$ cat src/rtl/sound_timer_bank.sv
// Bank of programmable interval timers paced by one shared prescaler tick.
// Each channel emits a one-cycle terminal pulse and, in periodic mode, a square tone.
module sound_timer_bank #(
  parameter int unsigned CHANNELS   = 4,
  parameter int unsigned WIDTH      = 10,
  parameter int unsigned PRESC_DIV  = 1000,
  parameter int unsigned PERIOD_RST = 1,
  localparam int unsigned CH_W      = (CHANNELS > 1) ? $clog2(CHANNELS) : 1
) (
  input  logic                CLK,
  input  logic                Rst,
  input  logic                EN,
  input  logic                wr_en,
  input  logic [CH_W-1:0]     wr_ch,
  input  logic [WIDTH-1:0]    wr_period,
  input  logic                wr_mode,
  input  logic [CHANNELS-1:0] start,
  input  logic [CHANNELS-1:0] stop,
  output logic [CHANNELS-1:0] Z,
  output logic [CHANNELS-1:0] tone,
  output logic [CHANNELS-1:0] busy
);

  localparam int unsigned      PS_W    = (PRESC_DIV > 1) ? $clog2(PRESC_DIV) : 1;
  localparam logic [PS_W-1:0]  PS_LAST = PS_W'(PRESC_DIV - 1);
  localparam logic [WIDTH-1:0] P_RST   = WIDTH'(PERIOD_RST);

  typedef enum logic {IDLE = 1'b0, RUN = 1'b1} state_e;

  logic [PS_W-1:0]     presc_q, presc_d;
  logic                tick;
  logic                wr_valid;
  state_e              state_q  [CHANNELS];
  state_e              state_d  [CHANNELS];
  logic [WIDTH-1:0]    count_q  [CHANNELS];
  logic [WIDTH-1:0]    count_d  [CHANNELS];
  logic [WIDTH-1:0]    period_q [CHANNELS];
  logic [WIDTH-1:0]    period_d [CHANNELS];
  logic [CHANNELS-1:0] mode_q, mode_d;
  logic [CHANNELS-1:0] tone_q, tone_d;
  logic [CHANNELS-1:0] z_q, z_d;

  always_comb begin
    tick     = EN && (presc_q == PS_LAST);
    presc_d  = presc_q;
    if (EN) begin
      presc_d = tick ? '0 : presc_q + PS_W'(1);
    end
    wr_valid = wr_en && (int'(wr_ch) < int'(CHANNELS));
    busy     = '0;

    for (int unsigned i = 0; i < CHANNELS; i++) begin
      state_d[i]  = state_q[i];
      count_d[i]  = count_q[i];
      period_d[i] = period_q[i];
      mode_d[i]   = mode_q[i];
      tone_d[i]   = tone_q[i];
      z_d[i]      = 1'b0;

      // stop beats start, and any start swallows the tick of its own cycle
      if (stop[i]) begin
        state_d[i] = IDLE;
        count_d[i] = '0;
        tone_d[i]  = 1'b0;
      end else if (start[i]) begin
        state_d[i] = RUN;
        count_d[i] = '0;
      end else if (state_q[i] == RUN && tick) begin
        if (count_q[i] == period_q[i]) begin
          z_d[i]     = 1'b1;
          count_d[i] = '0;
          if (mode_q[i]) begin
            tone_d[i] = ~tone_q[i];
          end else begin
            state_d[i] = IDLE;
          end
        end else begin
          count_d[i] = count_q[i] + WIDTH'(1);
        end
      end

      if (wr_valid && (int'(wr_ch) == int'(i))) begin
        period_d[i] = wr_period;
        mode_d[i]   = wr_mode;
      end

      busy[i] = (state_q[i] == RUN);
    end
  end

  always_ff @(posedge CLK or negedge Rst) begin
    if (!Rst) begin
      presc_q <= '0;
      mode_q  <= '0;
      tone_q  <= '0;
      z_q     <= '0;
      for (int unsigned i = 0; i < CHANNELS; i++) begin
        state_q[i]  <= IDLE;
        count_q[i]  <= '0;
        period_q[i] <= P_RST;
      end
    end else begin
      presc_q  <= presc_d;
      mode_q   <= mode_d;
      tone_q   <= tone_d;
      z_q      <= z_d;
      state_q  <= state_d;
      count_q  <= count_d;
      period_q <= period_d;
    end
  end

  assign Z    = z_q;
  assign tone = tone_q;

endmodule
$ cat config.mk
export PLATFORM = sky130hd
export DESIGN_NAME = sound_timer_bank
export DESIGN_NICKNAME = d
export VERILOG_FILES = /design/src/rtl/sound_timer_bank.sv
export SDC_FILE = /design/constraint.sdc
export NUM_CORES = 1
export LEC_CHECK = 0
export CORE_ASPECT_RATIO = 1.75
export CORE_MARGIN = 5
export CORE_UTILIZATION = 54
export CTS_CLUSTER_SIZE = 25
export DETAILED_ROUTE_END_ITERATION = 16
export PLACE_DENSITY = 0.77
export SLEW_MARGIN = 5
export SYNTH_ARGS = -nofsm -noshare
export SYNTH_HDL_FRONTEND = slang
export SYNTH_SLANG_ARGS = --single-unit
$ cat constraint.sdc
create_clock -name CLK -period 1.8 [get_ports CLK]
set_input_delay 0.18 -clock CLK [delete_from_list [all_inputs] [get_ports CLK]]
set_output_delay 0.18 -clock CLK [all_outputs]
set_load 0.01 [all_outputs]
==> impl_metrics.prom <==
# TYPE chip_impl_metric gauge
chip_impl_metric{name="ant_nets",unit=""} 0
chip_impl_metric{name="critical_path.max_stage_delay",unit="ns"} 0.65
chip_impl_info{name="grt_setup_unrepaired",value="true"} 1
chip_impl_metric{name="die-height",unit="µm"} 144
chip_impl_metric{name="synth-seq-area-share",unit="%"} 47.9
chip_impl_metric{name="area_of_combinational_cells_with_multiple_inputs",unit="µm²"} 3120
chip_impl_metric{name="post-route-period-util",unit="%"} 112
chip_impl_metric{name="grtUsageTotal",unit="%"} 26.4
chip_impl_metric{name="netlist_area",unit="µm²"} 5550
chip_impl_info{name="timing_worst_setup_path_type",value="reg2reg"} 1
chip_impl_metric{name="synth_fp_nets",unit=""} 569
chip_impl_metric{name="router_iterations_before_antenna_repair",unit=""} 6
chip_impl_metric{name="setup_viol",unit=""} 29
chip_impl_metric{name="placement.setup.worst_slack",unit="ns"} -0.321
chip_impl_metric{name="final_core_utilization",unit="%"} 76.1
chip_impl_metric{name="detail_route.vias_per_cell",unit=""} 6.21
chip_impl_info{name="synth_area_leaders",value="dfrtp_1 46%, mux2_2 9.1%, xor2_1 6.2%"} 1
chip_impl_info{name="worstPathCellList",value="ha_4 > nand4b_1 > or4b_4 > nor4_2 > o21ai_1 > a21oi_1"} 1
chip_impl_metric{name="htree_levels",unit=""} 3
chip_impl_metric{name="areaGrowthSynthToFinish",unit="%"} 39.6
chip_impl_metric{name="detail_route.iter0.violations",unit=""} 349
chip_impl_metric{name="ff2ff_path_depth",unit=""} 6
chip_impl_metric{name="power.leakage",unit="nW"} 3.35
chip_impl_metric{name="fin_worst_skew",unit="ns"} 0.00895
chip_impl_metric{name="hpwl",unit="µm"} 10900
chip_impl_metric{name="synth.yosys.warnings",unit=""} 0
chip_impl_metric{name="global_route_wire_length_before_repair",unit="µm"} 25600
chip_impl_metric{name="num_antenna_cells",unit=""} 0
chip_impl_metric{name="max_clock_freq",unit="MHz"} 498
chip_impl_metric{name="finalHoldWorstSlack",unit="ns"} 0.324
chip_impl_metric{name="routed_wirelength",unit="µm"} 17300
chip_impl_metric{name="synth_cells",unit=""} 539
chip_impl_metric{name="hold_viol",unit=""} 0
chip_impl_metric{name="dieArea",unit="µm²"} 12500
chip_impl_info{name="violations",value="setup timing"} 1
chip_impl_metric{name="number_of_vias_after_detailed_routing",unit=""} 5128
chip_impl_info{name="critical_path.reg2reg.endpoint",value="count_q[18]"} 1
chip_impl_metric{name="synth_enable_flop_cells",unit=""} 0
chip_impl_metric{name="routability_cong",unit=""} 0.916
chip_impl_metric{name="crit_fanout",unit=""} 7
chip_impl_metric{name="cp.buffers_inverters",unit=""} 0
chip_impl_metric{name="min_period",unit="ns"} 2.01
chip_impl_metric{name="power.ir.vdd_worst",unit="mV"} 0.684
chip_impl_info{name="main_combinational_cell_family_by_area_after_synthesis",value="simple AND/OR/NAND/NOR gates"} 1
chip_impl_info{name="critPathLaunchType",value="register"} 1
chip_impl_metric{name="port_buffers",unit=""} 36
chip_impl_metric{name="yosys.area.top_type_share",unit="%"} 46.0
chip_impl_metric{name="floorplan.rows",unit=""} 49
chip_impl_metric{name="synth.mux.area_fraction",unit="%"} 9.31
chip_impl_metric{name="yosys.area_share.simple",unit="%"} 20.5
chip_impl_metric{name="clock_sink_count",unit=""} 106
chip_impl_metric{name="async_reset_ff_share",unit="%"} 100
chip_impl_metric{name="wl_per_cell",unit="µm"} 20.9
chip_impl_metric{name="slew_headroom",unit="%"} 67.5
chip_impl_metric{name="cts_buffers",unit=""} 9
chip_impl_metric{name="grt_start_max_net_pins",unit=""} 36
chip_impl_info{name="critical_path.endpoint_type",value="register"} 1
chip_impl_info{name="hold_class",value="in2async"} 1
chip_impl_metric{name="core_region_area",unit="µm²"} 10200
chip_impl_metric{name="fillcell_total",unit=""} 635
chip_impl_info{name="yosysMostFrequentCell",value="dfrtp_1"} 1
chip_impl_metric{name="drive_above_1_share",unit="%"} 41.3
chip_impl_metric{name="boundaryPins",unit=""} 37
chip_impl_metric{name="drt_drc_violations_left",unit=""} 0
chip_impl_info{name="critPathTopFamily",value="simple AND/OR/NAND/NOR gates"} 1
chip_impl_metric{name="power_density",unit="nW/µm²"} 830
chip_impl_metric{name="initial_core_utilization",unit="%"} 54.5
chip_impl_metric{name="synth_xor_area_share",unit="%"} 8.36
chip_impl_metric{name="grt_antenna_before_repair",unit=""} 0
chip_impl_info{name="cts_root_buf",value="clkbuf_16"} 1
chip_impl_info{name="critPathSlowestCell",value="or4b_4"} 1
chip_impl_metric{name="required",unit="ns"} 2.07
chip_impl_metric{name="grt_pass1_vias",unit=""} 5218
chip_impl_metric{name="total_global_routing_overflow",unit=""} 0
chip_impl_metric{name="timing_worst_slew_pin_value",unit="ns"} 0.488
chip_impl_metric{name="die_width",unit="µm"} 86.6
chip_impl_metric{name="timing.critical_path.arrival",unit="ns"} 2.28
chip_impl_info{name="outcome",value="complete, but fails checks"} 1
chip_impl_metric{name="cts.reportedPaths.clkPinSlew",unit="ns"} 0.07
chip_impl_metric{name="slew_viol_final",unit=""} 0
chip_impl_info{name="synth_flop_cell",value="dfrtp_1"} 1
chip_impl_info{name="timing.rr.start",value="presc_q[1]"} 1
chip_impl_info{name="timing.critical_path.from",value="presc_q[1]"} 1
chip_impl_metric{name="regToRegSetupSlack",unit="ns"} -0.21
chip_impl_info{name="ys_top_cells_by_count",value="102 x dfrtp_1, 45 x mux2_2, 40 x nand2_1, 39 x xor2_1"} 1
chip_impl_metric{name="finalNonFillerCells",unit=""} 826
chip_impl_metric{name="seqCellArea",unit="µm²"} 2660
chip_impl_metric{name="postSynthRegisterBits",unit=""} 106
chip_impl_metric{name="max-cap-violations",unit=""} 0
chip_impl_metric{name="place_inst",unit=""} 778
chip_impl_metric{name="finalWorstSetupSlack",unit="ns"} -0.207
chip_impl_info{name="tritoncts",value="built"} 1
chip_impl_metric{name="synth_area_per_cell",unit="µm²"} 10.3
chip_impl_metric{name="ys_types",unit=""} 49
chip_impl_metric{name="synth-compound-area-share",unit="%"} 9.53
chip_impl_metric{name="insertion_delay",unit="ns"} 0.36
chip_impl_metric{name="cts-root-to-sink-buffers",unit=""} 2
chip_impl_metric{name="fin_nets",unit=""} 724
chip_impl_info{name="yosys.area.top_type",value="dfrtp_1"} 1
chip_impl_metric{name="synth-adder-area-share",unit="%"} 1.13
[registers in the layout, indices dropped and copies added, names as in the netlist]
signal	cells
Z	4
busy	4
count_q	40
period_q	40
mode_q	4
presc_q	10
tone	4
[per-layer routing]
metal  vias to the layer above  GRT usage, %  wire [µm]
met3                        67          3.53        841
met2                       228          47.7       9170
met4                         0          12.6        750
met5                         -             0          0
li1                       2271             -          -
met1                      2562          30.5       6520
[per-stage QoR]
stage               total power [mW]  TNS [ns]  area [µm²]
finish                          6.43     -3.36        7750
global route                    6.66     -5.34        7750
CTS                             6.26    -0.878        7300
detailed placement              4.01     -8.57        6710
global placement                3.93     -7.56        6710
floorplan                       3.51    -0.615        5580
[final cells by class]
class,instances,share of cell area [%]
multi-input cells,396,40.3
flip-flops and latches,106,34.3
repair buffers,169,18.6
clock buffers,11,3.13
well taps,127,2.05
clock inverters,5,1.10
inverters,12,0.581
[how the worst max path moves through the flow]
stage                  end  depth (start not counted)
2_1_floorplan      tone[2]                          6
3_3_place_gp   count_q[19]                          6
3_5_place_dp       tone[0]                          7
4_1_cts        count_q[10]                          8
5_1_grt        count_q[18]                          6
6_report       count_q[18]                          6
[cells in the final DEF, fill, tap and decap left out, types with 10 or more instances in the layout]
| cell type | synthesis | layout |
|---|---|---|
| nor2_1 | 32 | 29 |
| nand3_1 | 32 | 30 |
| a21oi_1 | 31 | 16 |
| xnor2_1 | 14 | 14 |
| xor2_1 | 39 | 39 |
| o31ai_1 | 13 | 10 |
| buf_4 | 1 | 114 |
| buf_6 | 2 | 18 |
| nand4_1 | 15 | 15 |
| inv_1 | 12 | 12 |
| nand2_1 | 40 | 34 |
| a31o_2 | 10 | 10 |
| and3_1 | 15 | 14 |
| mux2_2 | 45 | 45 |
| dfrtp_1 | 102 | 102 |
| a21oi_2 | 0 | 15 |
| clkdlybuf4s50_1 | 0 | 35 |
[what timing repair did]
action	in CTS	in global routing
setup endpoints to repair	40	45
hold buffers	1	0
gates cloned	1	0
pin swaps	37	39
resized for setup	33	80
buffers inserted	17	15
hold endpoints to repair	28	0
[cells by family after synthesis]
group | count (synthesis)
compound gates | 83
buf+inv | 37
simple gates | 209
flops | 106
mux | 46
fa+ha+maj | 5
xor+xnor | 53
[power by group]
group / switching [mW] / leakage, nW / internal, mW
clock: 0.913 / 0.156 / 1.27
combinational: 0.602 / 1.84 / 0.723
sequential: 0.256 / 1.36 / 2.67
(Power assumes the default switching activity.)
